**src/rtl/ps2_key_scanner.sv**
```systemverilog
// ps2_key_scanner
//   Receives PS/2 keyboard frames, checks parity/stop/timeout, decodes
//   make/break scan codes (with E0 extension and F0 break prefixes) and
//   keeps a held-key bitmap for two players.
//
// Receiver states:
//   state | meaning
//   IDLE  | waiting for a start bit (PS/2 clock falling edge with data low)
//   RECV  | shifting in 8 data bits, parity and stop; watchdog running
//   CHECK | one-cycle slot where the received byte (or error) is presented
//
// Ports:
//   clk          system clock (25 MHz pixel clock)
//   reset_n      asynchronous active-low reset
//   PS2_CLK      raw PS/2 clock pin (asynchronous)
//   PS2_DAT      raw PS/2 data pin (asynchronous)
//   oKEY[7:0]    held keys {up2,down2,left2,right2,up1,down1,left1,right1}
//   oCode[7:0]   last correctly received byte
//   oCode_valid  one-cycle pulse when oCode updates
//   oErr         one-cycle pulse on parity, stop-bit or timeout error

module ps2_key_scanner #(
    parameter int TIMEOUT = 5000
) (
    input  logic       clk,
    input  logic       reset_n,
    input  logic       PS2_CLK,
    input  logic       PS2_DAT,
    output logic [7:0] oKEY,
    output logic [7:0] oCode,
    output logic       oCode_valid,
    output logic       oErr
);

    localparam int WD_W = $clog2(TIMEOUT + 1);
    localparam logic [WD_W-1:0] WD_LOAD = WD_W'(TIMEOUT);
    localparam logic [WD_W-1:0] WD_ONE  = WD_W'(1);

    typedef enum logic [1:0] {
        IDLE  = 2'd0,
        RECV  = 2'd1,
        CHECK = 2'd2
    } rxState_t;

    rxState_t        state, stateNext;
    logic [3:0]      bitCnt, bitCntNext;
    logic [9:0]      shiftReg, shiftNext;
    logic [WD_W-1:0] wdCnt, wdNext;
    logic [7:0]      codeNext;
    logic            validNext, errNext, frameBad;

    logic ps2ClkMeta, ps2ClkSync, ps2ClkPrev;
    logic ps2DatMeta, ps2DatSync;
    logic fe;
    logic [9:0] frameNext;
    logic frameOk;

    logic extFlag, brkFlag;
    logic keyHit;
    logic [2:0] keyIdx;

    // Two-flop synchronisers; third flop on the clock path for edge detect
    always_ff @(posedge clk or negedge reset_n) begin
        if (!reset_n) begin
            ps2ClkMeta <= 1'b0;
            ps2ClkSync <= 1'b0;
            ps2ClkPrev <= 1'b0;
            ps2DatMeta <= 1'b0;
            ps2DatSync <= 1'b0;
        end else begin
            ps2ClkMeta <= PS2_CLK;
            ps2ClkSync <= ps2ClkMeta;
            ps2ClkPrev <= ps2ClkSync;
            ps2DatMeta <= PS2_DAT;
            ps2DatSync <= ps2DatMeta;
        end
    end

    assign fe = ps2ClkPrev & ~ps2ClkSync;

    // Frame as it will look once the current bit is shifted in (LSB first).
    // After the stop bit: [7:0] data, [8] parity, [9] stop.
    assign frameNext = {ps2DatSync, shiftReg[9:1]};
    assign frameOk   = (^frameNext[8:0]) & frameNext[9];

    always_ff @(posedge clk or negedge reset_n) begin
        if (!reset_n) begin
            state       <= IDLE;
            bitCnt      <= 4'd0;
            shiftReg    <= 10'd0;
            wdCnt       <= '0;
            oCode       <= 8'h00;
            oCode_valid <= 1'b0;
            oErr        <= 1'b0;
        end else begin
            state       <= stateNext;
            bitCnt      <= bitCntNext;
            shiftReg    <= shiftNext;
            wdCnt       <= wdNext;
            oCode       <= codeNext;
            oCode_valid <= validNext;
            oErr        <= errNext;
        end
    end

    always_comb begin
        stateNext  = state;
        bitCntNext = bitCnt;
        shiftNext  = shiftReg;
        wdNext     = wdCnt;
        codeNext   = oCode;
        validNext  = 1'b0;
        errNext    = 1'b0;
        frameBad   = 1'b0;
        case (state)
            IDLE, CHECK: begin
                // An edge landing in CHECK is still a start-bit candidate
                stateNext = IDLE;
                if (fe && !ps2DatSync) begin
                    stateNext  = RECV;
                    bitCntNext = 4'd0;
                    shiftNext  = 10'd0;
                    wdNext     = WD_LOAD;
                end
            end
            RECV: begin
                if (fe) begin
                    shiftNext = frameNext;
                    wdNext    = WD_LOAD;
                    if (bitCnt == 4'd9) begin
                        stateNext  = CHECK;
                        bitCntNext = 4'd0;
                        if (frameOk) begin
                            validNext = 1'b1;
                            codeNext  = frameNext[7:0];
                        end else begin
                            errNext  = 1'b1;
                            frameBad = 1'b1;
                        end
                    end else begin
                        bitCntNext = bitCnt + 4'd1;
                    end
                end else if (wdCnt == '0) begin
                    stateNext  = IDLE;
                    errNext    = 1'b1;
                    bitCntNext = 4'd0;
                    shiftNext  = 10'd0;
                end else begin
                    wdNext = wdCnt - WD_ONE;
                end
            end
            default: begin
                stateNext  = IDLE;
                bitCntNext = 4'd0;
                shiftNext  = 10'd0;
            end
        endcase
    end

    // Scan-code to key-bit map; the ext flag selects arrows vs. WASD
    always_comb begin
        keyHit = 1'b0;
        keyIdx = 3'd0;
        if (extFlag) begin
            case (oCode)
                8'h74: begin keyHit = 1'b1; keyIdx = 3'd0; end
                8'h6B: begin keyHit = 1'b1; keyIdx = 3'd1; end
                8'h72: begin keyHit = 1'b1; keyIdx = 3'd2; end
                8'h75: begin keyHit = 1'b1; keyIdx = 3'd3; end
                default: ;
            endcase
        end else begin
            case (oCode)
                8'h23: begin keyHit = 1'b1; keyIdx = 3'd4; end
                8'h1C: begin keyHit = 1'b1; keyIdx = 3'd5; end
                8'h1B: begin keyHit = 1'b1; keyIdx = 3'd6; end
                8'h1D: begin keyHit = 1'b1; keyIdx = 3'd7; end
                default: ;
            endcase
        end
    end

    always_ff @(posedge clk or negedge reset_n) begin
        if (!reset_n) begin
            extFlag <= 1'b0;
            brkFlag <= 1'b0;
            oKEY    <= 8'h00;
        end else if (frameBad) begin
            // A corrupted byte may have been a prefix; drop any pending one
            extFlag <= 1'b0;
            brkFlag <= 1'b0;
        end else if (oCode_valid) begin
            if (oCode == 8'hE0) begin
                extFlag <= 1'b1;
            end else if (oCode == 8'hF0) begin
                brkFlag <= 1'b1;
            end else begin
                if (keyHit) begin
                    oKEY[keyIdx] <= ~brkFlag;
                end
                extFlag <= 1'b0;
                brkFlag <= 1'b0;
            end
        end
    end

endmodule

```
**config.mk**
```make
export PLATFORM = sky130hd
export DESIGN_NAME = ps2_key_scanner
export DESIGN_NICKNAME = d
export VERILOG_FILES = /design/src/rtl/ps2_key_scanner.sv
export SDC_FILE = /design/constraint.sdc
export NUM_CORES = 1
export LEC_CHECK = 0
export ABC_CLOCK_PERIOD_IN_PS = 4200
export BUFFER_PORTS_ARGS = -buffer_cell sky130_fd_sc_hd__buf_2
export CORE_MARGIN = 5
export CORE_UTILIZATION = 45
export DETAILED_ROUTE_END_ITERATION = 12
export PLACE_DENSITY_LB_ADDON = 0.15
export SLEW_MARGIN = 20
export SYNTH_ARGS = -nofsm -noshare
export SYNTH_HDL_FRONTEND = slang
export SYNTH_SLANG_ARGS = --single-unit
```
**constraint.sdc**
```tcl
create_clock -name clk -period 4.2 [get_ports clk]
set_clock_uncertainty 0.2 [all_clocks]
set_input_delay 0.21 -clock clk [delete_from_list [all_inputs] [get_ports clk]]
set_output_delay 0.21 -clock clk [all_outputs]
set_load 0.02 [all_outputs]
```
==> flow_summary.html <==
<table>
<tr><th>Metric</th><th>Value</th></tr>
<tr><th colspan="2">Critical path</th></tr>
<tr><td>Critical Path Sink Type</td><td>flip-flop</td></tr>
<tr><td>Startpoint types</td><td>flip-flop</td></tr>
<tr><td>Largest stage delay on the critical path</td><td>650 ps</td></tr>
<tr><td>Cell type group with the largest total delay on the critical path</td><td>simple AND/OR/NAND/NOR gates</td></tr>
<tr><td>Series of cell instances along the critical path</td><td>or4_1 -&gt; or4_1 -&gt; o2bb2ai_1 -&gt; nor3_1 -&gt; a21oi_1 -&gt; o21ai_1</td></tr>
<tr><td>Critical path buffer and inverter count</td><td>0</td></tr>
<tr><td>Most used cell, CP</td><td>or4_1</td></tr>
<tr><td>Crit-path slowest cell</td><td>or4_1</td></tr>
<tr><td>CP required</td><td>about 4200 ps</td></tr>
<tr><td>Worst Path Class, Setup</td><td>reg -&gt; reg</td></tr>
<tr><td>Maximum net fanout on the critical path</td><td>14</td></tr>
<tr><td>Arrival time at the worst endpoint</td><td>between 2000 and 3000 ps</td></tr>
<tr><th colspan="2">Routing</th></tr>
<tr><td>Drt wl/cell</td><td>14.7 microns</td></tr>
<tr><td>Post-route ant nets</td><td>0</td></tr>
<tr><td>Number of search-and-repair iterations in the first detailed-routing pass</td><td>4</td></tr>
<tr><td>Average via count per standard cell</td><td>5.55</td></tr>
<tr><td>Final wirelength</td><td>5040 microns</td></tr>
<tr><td>Number of design-rule violations left by the first detailed-router iteration</td><td>between 90 and 100</td></tr>
<tr><td>Total number of vias</td><td>1,902</td></tr>
<tr><td>DRC Markers</td><td>0</td></tr>
<tr><th colspan="2">Synthesis</th></tr>
<tr><td>Synthesized cell area</td><td>2590 sq um</td></tr>
<tr><td>Count of flip-flops with a built-in enable after synthesis</td><td>0</td></tr>
<tr><td>Synthesis-stage register bit count</td><td>53</td></tr>
<tr><td>Yosys warning total</td><td>0</td></tr>
<tr><td>Gate Count Post-Synth</td><td>243</td></tr>
<tr><td>Sequential element share of the synthesized area</td><td>0.512</td></tr>
<tr><td>Async set-or-reset flop fraction in the synthesized netlist</td><td>1.00</td></tr>
<tr><td>Number of unique standard cell types used by synthesis</td><td>49</td></tr>
<tr><td>Syn avg cell area</td><td>10.7 sq um</td></tr>
<tr><td>Post-synthesis net count</td><td>251</td></tr>
<tr><td>Predominant post-synthesis flop cell</td><td>dfrtp_1</td></tr>
<tr><th colspan="2">Finish</th></tr>
<tr><td>Area grow syn2layout</td><td>11.4%</td></tr>
<tr><td>Layout Nets</td><td>278</td></tr>
<tr><td>Layout cell share with drive strength beyond 1</td><td>0.173</td></tr>
<tr><td>FILL cells</td><td>about 520</td></tr>
<tr><td>N_diodes</td><td>0</td></tr>
<tr><td>Commonest non-fill, non-tap cell in the layout</td><td>dfrtp_1</td></tr>
<tr><td>Most used cells in the layout excluding fill and tap cells</td><td>dfrtp_1 (53), buf_2 (21), nor2_1 (19)</td></tr>
<tr><th colspan="2">Clock network</th></tr>
<tr><td>Later-pin clock latency in the skew report</td><td>300 ps</td></tr>
<tr><td>CTS clock-pin slew for the worst setup and hold paths</td><td>90 ps</td></tr>
<tr><td>Setup Buffers After CTS</td><td>0</td></tr>
<tr><td>Root Driver</td><td>clkbuf_8</td></tr>
<tr><td>Maximum number of buffers from clock root to sink</td><td>2</td></tr>
<tr><td>Clock tree from TritonCTS</td><td>done</td></tr>
<tr><td>Clock Sink Count</td><td>53</td></tr>
<tr><td>Total clock buffers created by CTS</td><td>5</td></tr>
<tr><td>Clock H-tree levels</td><td>2</td></tr>
<tr><th colspan="2">Place</th></tr>
<tr><td>DP HPWL</td><td>3500 microns</td></tr>
<tr><td>I/O Buffers</td><td>21</td></tr>
<tr><td>Placer congestion estimate</td><td>0.804</td></tr>
<tr><th colspan="2">Floorplanning</th></tr>
<tr><td>Chip Width</td><td>85.9 microns</td></tr>
<tr><td>Die boundary height</td><td>around 86 microns</td></tr>
<tr><td># rows</td><td>27</td></tr>
<tr><td>Starting density of the core</td><td>0.468</td></tr>
<tr><td>IO Count</td><td>22</td></tr>
<tr><td>Area of the die</td><td>7380 sq um</td></tr>
<tr><td>Floorplan Core Area</td><td>5540 sq um</td></tr>
<tr><th colspan="2">Pwr</th></tr>
<tr><td>VDD IR-drop max</td><td>265 uV</td></tr>
<tr><td>Leakage component of the power</td><td>1.26 nW</td></tr>
<tr><td>P per Cell Area</td><td>386 nW/um^2</td></tr>
<tr><th colspan="2">Run</th></tr>
<tr><td>Max-cap check violation count</td><td>0</td></tr>
<tr><th colspan="2">STA</th></tr>
<tr><td>Final setup viols</td><td>0</td></tr>
<tr><td>Least-Margin Pin Slew</td><td>998 ps</td></tr>
<tr><td>Setup TNS</td><td>0 ps</td></tr>
<tr><td>Max Fclk</td><td>0.364 GHz</td></tr>
<tr><td>Number of failing hold endpoints at the final stage</td><td>0</td></tr>
<tr><td>Worst slew margin relative to its limit</td><td>0.335</td></tr>
<tr><td>Final cycle utilization of the critical path</td><td>0.654</td></tr>
<tr><td>Post-layout min period</td><td>2750 ps</td></tr>
<tr><td>Worst hold-check slack</td><td>152 ps</td></tr>
<tr><td>Final Max Tran Viols</td><td>0</td></tr>
<tr><td>RSZ-0062 raised after global routing</td><td>false</td></tr>
<tr><th colspan="2">Global route</th></tr>
<tr><td>Number of antenna violations at the first check in global routing</td><td>0</td></tr>
<tr><td>Largest net degree at the start of global routing</td><td>54</td></tr>
<tr><td>Overflow left after global routing</td><td>0</td></tr>
<tr><td>Combined global-route utilization of all metal layers</td><td>0.148</td></tr>
<tr><td>Met2 track utilization from global routing</td><td>0.243</td></tr>
<tr><td>Global-route wire length before repair</td><td>8880 microns</td></tr>
<tr><td>Routing layer with the top usage in global route</td><td>met2</td></tr>
<tr><td>GR met3 Demand/Resource</td><td>0.0288</td></tr>
<tr><td>Fraction of met1 tracks used by global routing</td><td>0.200</td></tr>
<tr><td>Number of global-route vias before repair</td><td>roughly 1.9k</td></tr>
<tr><th colspan="2">Outcome</th></tr>
<tr><td>Outcome</td><td>completed</td></tr>
<tr><th colspan="2">Min path</th></tr>
<tr><td>Hold crit path type</td><td>reg -&gt; reg</td></tr>
</table>
-- per-stage QoR --
| stage | setup slack, ps | instances | power, mW | area (sq um) | util |
|---|---|---|---|---|---|
| after floorplan | 1710 | 243 | 0.785 | 2590 | - |
| after global placement | 1510 | 332 | 0.839 | 2780 | 0.501 |
| after detailed placement | 1460 | 332 | 0.843 | 2780 | 0.501 |
| after CTS | 1430 | 343 | 1.13 | 2890 | 0.521 |
| after global routing | 1290 | 343 | 1.19 | 2890 | 0.521 |
| final | 1450 | 343 | 1.11 | 2890 | 0.521 |
-- metal layers --
metal / vias up / part of all wire
met1: 934 / 0.48
met3: 4 / 0.038
met4: 0 / 0.0067
met2: 35 / 0.47
li1: 929 / -
met5: - / 0
-- sequential cells by signal, indices dropped and copies added, names as in the netlist --
register	count
ps2ClkPrev	1
wdCnt	13
brkFlag	1
bitCnt	4
state	2
ps2DatMeta	1
oCode_valid	1
ps2ClkSync	1
oKEY	8
oCode	8
ps2DatSync	1
oErr	1
shiftReg	9
ps2ClkMeta	1
extFlag	1
-- repair_timing --
item,CTS,global route
hold buffers,3,0
resized for setup,0,0
endpoints found under the hold margin,55,0
-- synth_stat cells (5+ instances only) --
library cell | number | share of area
or3_1 | 5 | 0.012
nor2_1 | 19 | 0.028
a21oi_1 | 8 | 0.015
nor3_1 | 11 | 0.021
a22o_1 | 9 | 0.030
o21ai_0 | 10 | 0.019
inv_1 | 15 | 0.022
nand2_1 | 15 | 0.022
nor4_1 | 8 | 0.019
dfrtp_1 | 53 | 0.51
xnor2_1 | 6 | 0.020
nand3_1 | 8 | 0.015
mux2i_1 | 7 | 0.027
nand2b_1 | 5 | 0.012
mux2_2 | 6 | 0.026
-- cell families after synthesis --
kind of cell	count (synthesis)	synth area share
DFF	53	0.512
adders and majority gates	4	0.0193
muxes	14	0.0584
buffers and inverters	21	0.0319
AOI/OAI and AO/OA	42	0.115
and+or+nand+nor	97	0.212
xor gates and xnor gates	12	0.0512
-- power by group --
part / switching (mW) / total (mW) / internal (mW)
logic: 0.133 / 0.225 / 0.0918
registers: 0.0523 / 0.611 / 0.559
clock network: 0.162 / 0.278 / 0.116
total: 0.348 / 1.11 / 0.767
-- final cells by class --
cell class | count | area [sq um] | share of cell area
Clock buffer | 6 | 72.6 | 0.0251
Clock inverter | 2 | 10.0 | 0.00347
Inverter | 15 | 56.3 | 0.0195
Multi-Input combinational cell | 169 | 1180 | 0.409
Sequential cell | 53 | 1330 | 0.459
Tap cell | 72 | 90.1 | 0.0312
Timing Repair Buffer | 26 | 150 | 0.0520
-- final timing paths --
check / start / to / slack (ps) / cells after the start
worst max-delay path: wdCnt[5] / bitCnt[3] / 1450 / 6
min in group asynchronous: reset_n / oKEY[3] / 340 / 3
worst min-delay path: ps2DatMeta / ps2DatSync / 150 / 0
worst min register to register: ps2DatMeta / ps2DatSync / 150 / 0
max in group asynchronous: reset_n / state[0] / 3000 / 3
worst max register to register: wdCnt[5] / bitCnt[3] / 1450 / 6
Note: power is estimated with default switching activity, not from simulation.
